[config.mk]
export PLATFORM = sky130hd
export DESIGN_NAME = gbuff_arb_flat
export DESIGN_NICKNAME = d
export VERILOG_FILES = /design/src/rtl/gbuff_arb_if.sv /design/src/rtl/gbuff_arb.sv /design/src/flat_wrapper.sv
export SDC_FILE = /design/constraint.sdc
export NUM_CORES = 1
export LEC_CHECK = 0
export CAP_MARGIN = 20
export CORE_ASPECT_RATIO = 1.25
export CORE_MARGIN = 4
export CORE_UTILIZATION = 31
export CTS_CLUSTER_DIAMETER = 30
export DETAILED_ROUTE_END_ITERATION = 8
export GPL_TIMING_DRIVEN = 0
export PLACE_DENSITY_LB_ADDON = 0.15
export SLEW_MARGIN = 20
export SYNTH_ARGS = -nofsm -noshare
export SYNTH_HDL_FRONTEND = slang
export SYNTH_SLANG_ARGS = --single-unit
[constraint.sdc]
create_clock -name clk -period 1.2 [get_ports clk]
set_input_delay 0.18 -clock clk [delete_from_list [all_inputs] [get_ports clk]]
set_output_delay 0.18 -clock clk [all_outputs]
set_load 0.1 [all_outputs]
[src/rtl/gbuff_arb_if.sv]
// rtl/gbuff_arb_if.sv - requester, response and SRAM command bundle for gbuff_arb
interface gbuff_arb_if #(
  parameter int ADDR_W = 10,
  parameter int DATA_W = 32
);
  logic              req0_valid;
  logic              req0_wen;
  logic [ADDR_W-1:0] req0_addr;
  logic [DATA_W-1:0] req0_wdata;
  logic              req0_ready;
  logic              req1_valid;
  logic              req1_wen;
  logic [ADDR_W-1:0] req1_addr;
  logic [DATA_W-1:0] req1_wdata;
  logic              req1_ready;
  logic              rsp0_valid;
  logic [DATA_W-1:0] rsp0_data;
  logic              rsp1_valid;
  logic [DATA_W-1:0] rsp1_data;
  logic              sram_wen;
  logic [ADDR_W-1:0] sram_addr;
  logic [DATA_W-1:0] sram_di;
  logic [DATA_W-1:0] sram_do;

  // master: requesters plus the SRAM macro; slave: the arbiter
  modport master (
    output req0_valid, req0_wen, req0_addr, req0_wdata,
           req1_valid, req1_wen, req1_addr, req1_wdata,
           sram_do,
    input  req0_ready, req1_ready,
           rsp0_valid, rsp0_data, rsp1_valid, rsp1_data,
           sram_wen, sram_addr, sram_di
  );

  modport slave (
    input  req0_valid, req0_wen, req0_addr, req0_wdata,
           req1_valid, req1_wen, req1_addr, req1_wdata,
           sram_do,
    output req0_ready, req1_ready,
           rsp0_valid, rsp0_data, rsp1_valid, rsp1_data,
           sram_wen, sram_addr, sram_di
  );
endinterface

[src/rtl/gbuff_arb.sv]
// rtl/gbuff_arb.sv - round-robin arbiter sharing one GBUFF SRAM between two requesters
// Optional grant/conflict statistics counters: define GBUFF_ARB_STATS_EN.
module gbuff_arb #(
  parameter int ADDR_W = 10,
  parameter int DATA_W = 32
) (
  input  logic        clk,
  input  logic        rst,
  gbuff_arb_if.slave  bus
`ifdef GBUFF_ARB_STATS_EN
  ,
  input  logic        stat_clr,
  output logic [15:0] grant_cnt0,
  output logic [15:0] grant_cnt1,
  output logic [15:0] conflict_cnt
`endif
);

  logic              ptr_q, ptr_d;
  logic              sram_wen_q, sram_wen_d;
  logic [ADDR_W-1:0] sram_addr_q, sram_addr_d;
  logic [DATA_W-1:0] sram_di_q, sram_di_d;
  logic              s1_valid_q, s1_valid_d;
  logic              s1_id_q, s1_id_d;
  logic              s2_valid_q, s2_valid_d;
  logic              s2_id_q, s2_id_d;

  logic              gnt0;
  logic              gnt1;
  logic              gnt_any;
  logic              gnt_wen;
  logic [ADDR_W-1:0] gnt_addr;
  logic [DATA_W-1:0] gnt_wdata;

  // ptr names the requester that wins when both are valid
  always_comb begin
    gnt0      = bus.req0_valid && (!bus.req1_valid || !ptr_q);
    gnt1      = bus.req1_valid && (!bus.req0_valid || ptr_q);
    gnt_any   = gnt0 || gnt1;
    gnt_wen   = gnt1 ? bus.req1_wen   : bus.req0_wen;
    gnt_addr  = gnt1 ? bus.req1_addr  : bus.req0_addr;
    gnt_wdata = gnt1 ? bus.req1_wdata : bus.req0_wdata;
  end

  always_comb begin
    ptr_d       = ptr_q;
    sram_wen_d  = 1'b0;
    sram_addr_d = sram_addr_q;
    sram_di_d   = sram_di_q;
    s1_valid_d  = 1'b0;
    s1_id_d     = s1_id_q;
    if (gnt_any) begin
      ptr_d       = !gnt1;
      sram_wen_d  = gnt_wen;
      sram_addr_d = gnt_addr;
      sram_di_d   = gnt_wdata;
      s1_valid_d  = !gnt_wen;
      s1_id_d     = gnt1;
    end
    // stage 2 lines up with the cycle sram_do carries the read word
    s2_valid_d = s1_valid_q;
    s2_id_d    = s1_id_q;
  end

  always_ff @(posedge clk or negedge rst) begin
    if (!rst) begin
      ptr_q       <= 1'b0;
      sram_wen_q  <= 1'b0;
      sram_addr_q <= '0;
      sram_di_q   <= '0;
      s1_valid_q  <= 1'b0;
      s1_id_q     <= 1'b0;
      s2_valid_q  <= 1'b0;
      s2_id_q     <= 1'b0;
    end else begin
      ptr_q       <= ptr_d;
      sram_wen_q  <= sram_wen_d;
      sram_addr_q <= sram_addr_d;
      sram_di_q   <= sram_di_d;
      s1_valid_q  <= s1_valid_d;
      s1_id_q     <= s1_id_d;
      s2_valid_q  <= s2_valid_d;
      s2_id_q     <= s2_id_d;
    end
  end

  assign bus.req0_ready = gnt0;
  assign bus.req1_ready = gnt1;
  assign bus.rsp0_valid = s2_valid_q && !s2_id_q;
  assign bus.rsp1_valid = s2_valid_q && s2_id_q;
  assign bus.rsp0_data  = bus.sram_do;
  assign bus.rsp1_data  = bus.sram_do;
  assign bus.sram_wen   = sram_wen_q;
  assign bus.sram_addr  = sram_addr_q;
  assign bus.sram_di    = sram_di_q;

`ifdef GBUFF_ARB_STATS_EN
  logic [15:0] grant_cnt0_q, grant_cnt0_d;
  logic [15:0] grant_cnt1_q, grant_cnt1_d;
  logic [15:0] conflict_cnt_q, conflict_cnt_d;

  function automatic logic [15:0] sat_inc(input logic [15:0] v, input logic en);
    return (en && (v != 16'hFFFF)) ? v + 16'd1 : v;
  endfunction

  // clear wins over a same-cycle increment
  always_comb begin
    grant_cnt0_d   = sat_inc(grant_cnt0_q, gnt0);
    grant_cnt1_d   = sat_inc(grant_cnt1_q, gnt1);
    conflict_cnt_d = sat_inc(conflict_cnt_q, bus.req0_valid && bus.req1_valid);
    if (stat_clr) begin
      grant_cnt0_d   = '0;
      grant_cnt1_d   = '0;
      conflict_cnt_d = '0;
    end
  end

  always_ff @(posedge clk or negedge rst) begin
    if (!rst) begin
      grant_cnt0_q   <= '0;
      grant_cnt1_q   <= '0;
      conflict_cnt_q <= '0;
    end else begin
      grant_cnt0_q   <= grant_cnt0_d;
      grant_cnt1_q   <= grant_cnt1_d;
      conflict_cnt_q <= conflict_cnt_d;
    end
  end

  assign grant_cnt0   = grant_cnt0_q;
  assign grant_cnt1   = grant_cnt1_q;
  assign conflict_cnt = conflict_cnt_q;
`endif

endmodule

[src/flat_wrapper.sv]
// flat-port wrapper written by rule: the top's interface ports become plain ports
module gbuff_arb_flat 
#(
  parameter int ADDR_W = 10,
  parameter int DATA_W = 32
)
  (clk, rst, bus_req0_valid, bus_req0_wen, bus_req0_addr, bus_req0_wdata, bus_req1_valid, bus_req1_wen, bus_req1_addr, bus_req1_wdata, bus_sram_do, bus_req0_ready, bus_req1_ready, bus_rsp0_valid, bus_rsp0_data, bus_rsp1_valid, bus_rsp1_data, bus_sram_wen, bus_sram_addr, bus_sram_di);
  gbuff_arb_if #(.ADDR_W(ADDR_W), .DATA_W(DATA_W)) bus_i ();
  input  logic clk;
  input  logic rst;
  input wire logic [$bits(bus_i.req0_valid)-1:0] bus_req0_valid;
  input wire logic [$bits(bus_i.req0_wen)-1:0] bus_req0_wen;
  input wire logic [$bits(bus_i.req0_addr)-1:0] bus_req0_addr;
  input wire logic [$bits(bus_i.req0_wdata)-1:0] bus_req0_wdata;
  input wire logic [$bits(bus_i.req1_valid)-1:0] bus_req1_valid;
  input wire logic [$bits(bus_i.req1_wen)-1:0] bus_req1_wen;
  input wire logic [$bits(bus_i.req1_addr)-1:0] bus_req1_addr;
  input wire logic [$bits(bus_i.req1_wdata)-1:0] bus_req1_wdata;
  input wire logic [$bits(bus_i.sram_do)-1:0] bus_sram_do;
  output wire logic [$bits(bus_i.req0_ready)-1:0] bus_req0_ready;
  output wire logic [$bits(bus_i.req1_ready)-1:0] bus_req1_ready;
  output wire logic [$bits(bus_i.rsp0_valid)-1:0] bus_rsp0_valid;
  output wire logic [$bits(bus_i.rsp0_data)-1:0] bus_rsp0_data;
  output wire logic [$bits(bus_i.rsp1_valid)-1:0] bus_rsp1_valid;
  output wire logic [$bits(bus_i.rsp1_data)-1:0] bus_rsp1_data;
  output wire logic [$bits(bus_i.sram_wen)-1:0] bus_sram_wen;
  output wire logic [$bits(bus_i.sram_addr)-1:0] bus_sram_addr;
  output wire logic [$bits(bus_i.sram_di)-1:0] bus_sram_di;
  assign bus_i.req0_valid = bus_req0_valid;
  assign bus_i.req0_wen = bus_req0_wen;
  assign bus_i.req0_addr = bus_req0_addr;
  assign bus_i.req0_wdata = bus_req0_wdata;
  assign bus_i.req1_valid = bus_req1_valid;
  assign bus_i.req1_wen = bus_req1_wen;
  assign bus_i.req1_addr = bus_req1_addr;
  assign bus_i.req1_wdata = bus_req1_wdata;
  assign bus_i.sram_do = bus_sram_do;
  assign bus_req0_ready = bus_i.req0_ready;
  assign bus_req1_ready = bus_i.req1_ready;
  assign bus_rsp0_valid = bus_i.rsp0_valid;
  assign bus_rsp0_data = bus_i.rsp0_data;
  assign bus_rsp1_valid = bus_i.rsp1_valid;
  assign bus_rsp1_data = bus_i.rsp1_data;
  assign bus_sram_wen = bus_i.sram_wen;
  assign bus_sram_addr = bus_i.sram_addr;
  assign bus_sram_di = bus_i.sram_di;
  gbuff_arb #(.ADDR_W(ADDR_W), .DATA_W(DATA_W)) u_core (.clk(clk), .rst(rst), .bus(bus_i));
endmodule
==> impl_metrics.toml, run 1 <==
[outcome]
status = "complete, but fails checks"
violations = "negative setup slack"

[floorplanning]
die_h_um = 110
initial_core_util_pct = 32.5
fp-row-count = 36
ios = 233
die-area_sq_um = 9840
coreArea_sq_um = 7930
dieWidth_um = 89.5

[detailed_routing]
ant_nets = 0
drc_errors = 0
wire_per_inst_um = 15.5
drtIter0Drc = 56
drt-vias-per-instance = 4.52
num_vias = 2604
firstDrtPassIters = 4
wl_mm = 8.91

[min_path]
hold_path_end = "u_core.s1_id_q"
min_from = "bus_req0_valid"
holdPathStages = 2
hold_path_class = "in2reg"

[yosys]
synth_area_per_cell_sq_um = 9.68
netlist_area_sq_um = 2570
synth_fp_nets = 388
ys_types = 17
syn_inst = 266
synth_top_area_cell = "dfrtp_1"
synth_top_cell_area_share_pct = 46.6
synth.yosys.seq_area_share_pct = 46.6
synth_area_leaders = "dfrtp_1, buf_4, a21oi_1"
ys_warn_count = 0
ys_ff_latch = 48

[setup_path]
critPathRequiredTime_ns = 1.02
worstReg2RegEnd = "u_core.bus.sram_addr[1]"
critPathMaxFanout = 3
r2r-start = "u_core.ptr_q"
r2r_cells = 5
critPathCaptureType = "primary output"
start_kind = "flop"
cp.arrival_ns = 1.23
worstSetupPathType = "reg2out"
rrSetupSlack_ns = -0.10

[global_route]
grt_usage_pct = 16.8
grt_pass1_vias = 2635
overflow = 0
grt_pass1_wl_mm = 12.9
grt_max_degree = 49
antenna_found_initial = 0

[sta]
finClkSkew_ns = 0.00788
hold_viol = 0
fin_crit_sh_pct = 117
setup_viol = 44
grt_setup_unrepaired = "true"
fin_ws_ns = -0.207
period_needed_ns = 1.41
slew_headroom_pct = 58.9
slew_viol_final = 0
tightest_slew_ns = 0.617
clock.fmax_mhz = 711

[clock_tree]
cts.htree.levels = 2
cts_tree = "yes"
numCtsBuffers = 5
root_buffer = "clkbuf_8"
insertion_delay_ns = 0.29
clk_pin_slew_ns = 0.09
clock_tree.buffer_depth = 2
cts_sinks = 48

[cells_and_area]
final_cells = 576
area_growth_pct = 99.8
n_antenna_cell = 0
finalNetCount = 603
drive_gt1_share_pct = 57.8

[placement]
io_buffers = 200
dp_hpwl_mm = 6.82
place_inst = 561
gp_congestion = 0.725

[flow_run]
cap_violations = 0

[power_and_ir_drop]
power_leakage_uw = 0.00233
power_uw = 6850
power_density_nw_per_um2 = 1330
ir_drop_mv = 0.798
[layer usage]
metal	global-route usage, %	routed length (um)	up-vias
met1	19.6	3120	1203
met2	29.4	4620	149
met4	3.51	92	0
li1	-	-	1245
met5	0	0	-
met3	5.70	1080	7
[worst max-delay path by stage]
stage | depth (start not counted) | end | slack (ns) | startpoint
floorplan | 4 | u_core.bus.sram_wen | -0.24 | u_core.ptr_q
finish | 5 | bus_req1_ready | -0.21 | u_core.ptr_q
global route | 5 | bus_req1_ready | -0.27 | u_core.ptr_q
CTS | 4 | bus_req0_ready | -0.24 | u_core.ptr_q
detailed placement | 6 | bus_req1_ready | -1.34 | bus_req0_valid
global placement | 1 | u_core.bus.sram_addr[4] | -1.70 | rst
[what timing repair did]
action,4_1_cts,5_1_grt
pin swaps,2,1
resized for setup,499,35
hold endpoints to repair,48,0
hold buffers,1,0
endpoints found under the setup margin,148,48
cloned,0,2
setup buffers,4,2
[power by group]
part	total, uW	internal (uW)	switching [uW]
registers	1980	1850	136
logic	3950	1140	2810
clock network	915	398	517
[final cells by class]
| type | instances | area, sq um |
|---|---|---|
| Sequential cell | 48 | 1250 |
| Clock buffer | 6 | 72.6 |
| Inverter | 46 | 179 |
| Fill cell | 698 | 2780 |
| Multi-Input combinational cell | 94 | 739 |
| Timing Repair Buffer | 209 | 2140 |
| Clock inverter | 1 | 5.00 |
| Tap cell | 95 | 119 |
| Buffer | 77 | 636 |
[stage by stage]
step | area (sq um) | worst slack, ns | TNS (ns) | hold WS, ns | utilization, %
floorplan | 2640 | -0.237 | -0.390 | -0.116 | -
global placement | 4760 | -1.70 | -140.38 | 0.332 | 60.0
detailed placement | 4760 | -1.34 | -60.57 | 0.237 | 60.0
CTS | 4930 | -0.238 | -5.86 | 0.317 | 62.2
global route | 5140 | -0.270 | -5.94 | 0.340 | 64.9
finish | 5140 | -0.207 | -3.39 | 0.316 | 64.9
[cells in the mapped netlist]
| library cell | count |
|---|---|
| dfrtp_1 | 48 |
| buf_6 | 7 |
| a22o_1 | 1 |
| nand2_1 | 1 |
| buf_2 | 4 |
| a21bo_1 | 1 |
| o22ai_2 | 10 |
| o21ai_0 | 2 |
| o22ai_1 | 33 |
| nor2b_1 | 1 |
| buf_4 | 67 |
| and2_1 | 1 |
| inv_1 | 45 |
| a21oi_1 | 42 |
| nand2b_1 | 1 |
| or2_1 | 1 |
| inv_2 | 1 |
[kinds of logic after synthesis]
group | Yosys count | share of synthesized area, %
buf+inv | 124 | 30.1
simple gates | 5 | 1.12
flops | 48 | 46.6
compound gates | 89 | 22.2
[flip-flops by register name (all words and copies together), names as in the netlist]
register and flops:
u_core.bus.sram_addr 10, u_core.bus.sram_di 32, u_core.bus.sram_wen 1, u_core.ptr_q 1
u_core.s1_id_q 1, u_core.s1_valid_q 1, u_core.s2_id_q 1, u_core.s2_valid_q 1
[layout by cell type, fill, tap and decap left out, types with 2 or more instances in the layout]
master,n
dfrtp_2,42
inv_1,44
clkbuf_16,2
clkdlybuf4s15_2,64
clkbuf_8,5
o22ai_1,21
dlygate4sd2_1,2
dfrtp_1,6
o21ai_0,2
a21oi_2,4
clkdlybuf4s50_1,86
buf_8,3
a21oi_1,38
o22ai_2,18
buf_6,7
o22ai_4,4
buf_12,7
buf_4,113
[worst max-delay path, cell delays in order (launching register included)]
cell	delay, ns
dfrtp_1	0.40
nand2b_4	0.16
nand2_4	0.07
inv_4	0.04
buf_8	0.11
buf_12	0.16
Note: power is estimated with default switching activity, not from simulation.
==> run 2, diff against run 1 <==
--- a/config.mk
+++ b/config.mk
@@ -5,7 +5,6 @@
 export SDC_FILE = /design/constraint.sdc
 export NUM_CORES = 1
 export LEC_CHECK = 0
-export CAP_MARGIN = 20
 export CORE_ASPECT_RATIO = 1.25
 export CORE_MARGIN = 4
 export CORE_UTILIZATION = 31
==> results of run 2 <==
The final DEF is identical to that of run 1; final timing and power are the same.
==> run 3, diff against run 2 <==
--- a/config.mk
+++ b/config.mk
@@ -5,6 +5,7 @@
 export SDC_FILE = /design/constraint.sdc
 export NUM_CORES = 1
 export LEC_CHECK = 0
+export CAP_MARGIN = 20
 export CORE_ASPECT_RATIO = 1.25
 export CORE_MARGIN = 4
 export CORE_UTILIZATION = 31
==> constraint.sdc (replaced) <==
create_clock -name clk -period 1.4 [get_ports clk]
set_input_delay 0.21 -clock clk [delete_from_list [all_inputs] [get_ports clk]]
set_output_delay 0.21 -clock clk [all_outputs]
set_load 0.1 [all_outputs]
==> impl_metrics.toml, run 3 (same netlist as run 1, synthesis figures left out) <==
[outcome]
status = "complete, but fails checks"
violations = "negative setup slack"

[cells_and_area]
n_antenna_cell = 0
finalNetCount = 603
final_cells = 577
fill_cells = 770
seq_area_sq_um = 1200
final_common_cell = "clkdlybuf4s50_1"
drive_gt1_share_pct = 32.6
multi_input_area_sq_um = 623
largest_reg_flops = 32
layout_common_cells = "clkdlybuf4s50_1, buf_4, dlygate4sd2_1"
area_growth_pct = 79.4

[setup_path]
worstSetupPathType = "reg2out"
slowest_delay_ns = 0.40
cp-startpoint = "u_core.ptr_q"
cp.arrival_ns = 1.28
crit_family = "flip-flops"
start_kind = "flop"
cp_slowest_cell = "dfrtp_1"
crit_buf_inv = 3
critPathCaptureType = "primary output"
r2r-start = "u_core.ptr_q"
path_cells = "nand2b_4 > nand2_4 > clkinv_4 > buf_8 > buf_12"
critPathRequiredTime_ns = 1.19
critPathMaxFanout = 5

[min_path]
min_from = "bus_req1_valid"
hold_path_class = "in2reg"

[detailed_routing]
ant_nets = 0
wire_per_inst_um = 15.0
drtIter0Drc = 49
num_vias = 2572
wl_mm = 8.68
firstDrtPassIters = 4
drc_errors = 0
drt-vias-per-instance = 4.46

[floorplanning]
ios = 233
coreArea_sq_um = 7930
dieWidth_um = 89.5
initial_core_util_pct = 32.5
fp-row-count = 36
die-area_sq_um = 9840
die_h_um = 110

[sta]
clock.fmax_mhz = 671
finClkSkew_ns = 0.00626
period_needed_ns = 1.49
setup_viol = 2
fin_ws_ns = -0.0907
tightest_slew_ns = 0.972
fin_crit_sh_pct = 106
whs_ns = 0.248
slew_viol_final = 0
hold_viol = 0
grt_setup_unrepaired = "true"
slew_headroom_pct = 35.4

[placement]
io_buffers = 200
gp_congestion = 0.716
place_inst = 561
dp_hpwl_mm = 6.94

[clock_tree]
cts_sinks = 48
insertion_delay_ns = 0.30
root_buffer = "clkbuf_8"
clock_tree.buffer_depth = 2
clk_pin_slew_ns = 0.09
cts_tree = "yes"
cts.htree.levels = 2
numCtsBuffers = 5

[power_and_ir_drop]
power_frac_seq_pct = 29.2
power_density_nw_per_um2 = 1220
power_leakage_uw = 0.00231
internal-power_uw = 2710
p_clk_share_pct = 15.1
power_uw = 5620
pwr-share-comb_pct = 55.6
p_switching_uw = 2920
p_sw_share_pct = 51.9
ir_drop_mv = 0.535

[global_route]
grt_pass1_vias = 2497
grt_usage_pct = 16.3
antenna_found_initial = 0
overflow = 0
grt_pass1_wl_mm = 12.4
grt_max_degree = 49

[flow_run]
cap_violations = 0
==> run 3: cell types whose count changed in the layout (fill, tap and decap cells not counted), moves of 2 or more <==
cell and delta:
dfrtp_2 -42, buf_4 -37, dfrtp_1 +42, dlygate4sd2_1 +63, o22ai_1 +11, buf_12 -5
buf_2 +45, clkdlybuf4s15_2 -64, clkbuf_16 -2, a21oi_1 +4, o22ai_4 -4, o22ai_2 -7
a21oi_2 -4
==> run 3: power groups by stage <==
| stage | Clock (uW) | Sequential [uW] | Combinational, uW |
|---|---|---|---|
| after detailed placement | 0 | 1680 | 3300 |
| after floorplan | 0 | 2800 | 1260 |
| final | 852 | 1640 | 3130 |
| after global routing | 948 | 1670 | 3240 |
| after global placement | 0 | 1670 | 3290 |
| after CTS | 899 | 1640 | 3120 |
==> run 3: worst register-to-register path, stage by stage (launching register included) <==
cell and delay (ns):
dfrtp_1 0.40, nand2b_4 0.16, nand2_4 0.08, clkinv_4 0.07
buf_8 0.13, buf_4 0.13, buf_4 0.14, a21oi_1 0.14
==> run 3: layer usage <==
metal  vias up  global-route usage (%)  share of wire (%)
met5         -                       0                  0
met4         0                    3.51               0.89
met3         7                    5.02                 12
met2       145                    29.9                 53
met1      1177                    18.2                 34
li1       1243                       -                  -
==> run 3: area by class of cell <==
type,instances,share of cell area [%]
plain buffers,78,13.3
clock buffers,6,1.79
clock inverters,2,0.217
inverters,46,3.93
multi-input cells,94,13.5
flip-flops and latches,48,26.0
well taps,95,2.57
repair buffers,208,38.7
==> run 3: path summary, 6_finish.rpt <==
path | endpoint | slack, ns | cells past startpoint
max | bus_req1_ready | -0.09 | 5
min | u_core.ptr_q | 0.25 | 2
max reg2reg | u_core.bus.sram_di[7] | 0.09 | 7
min reg2reg | u_core.s2_valid_q | 0.36 | 0
max in group asynchronous | u_core.bus.sram_di[8] | 0.51 | 2
min in group asynchronous | u_core.bus.sram_di[18] | 0.48 | 2
==> run 3: through the flow <==
stage / cell area [sq um] / util, % / setup TNS [ns] / setup slack (ns)
finish: 4620 / 58.3 / -0.149 / -0.0907
global route: 4620 / 58.3 / -0.267 / -0.149
detailed placement: 4700 / 59.3 / -36.18 / -1.25
floorplan: 2580 / - / -0.0369 / -0.0369
CTS: 4550 / 57.4 / -0.221 / -0.149
global placement: 4700 / 59.3 / -99.84 / -1.35
==> run 3: what timing repair did <==
action                                  4_1_cts  5_1_grt
hold buffers                                  1        0
pin swaps                                     1        0
endpoints found under the setup margin      111       15
gates resized for setup                     316        6
hold endpoints to repair                     48        0
setup buffers                                 1        6
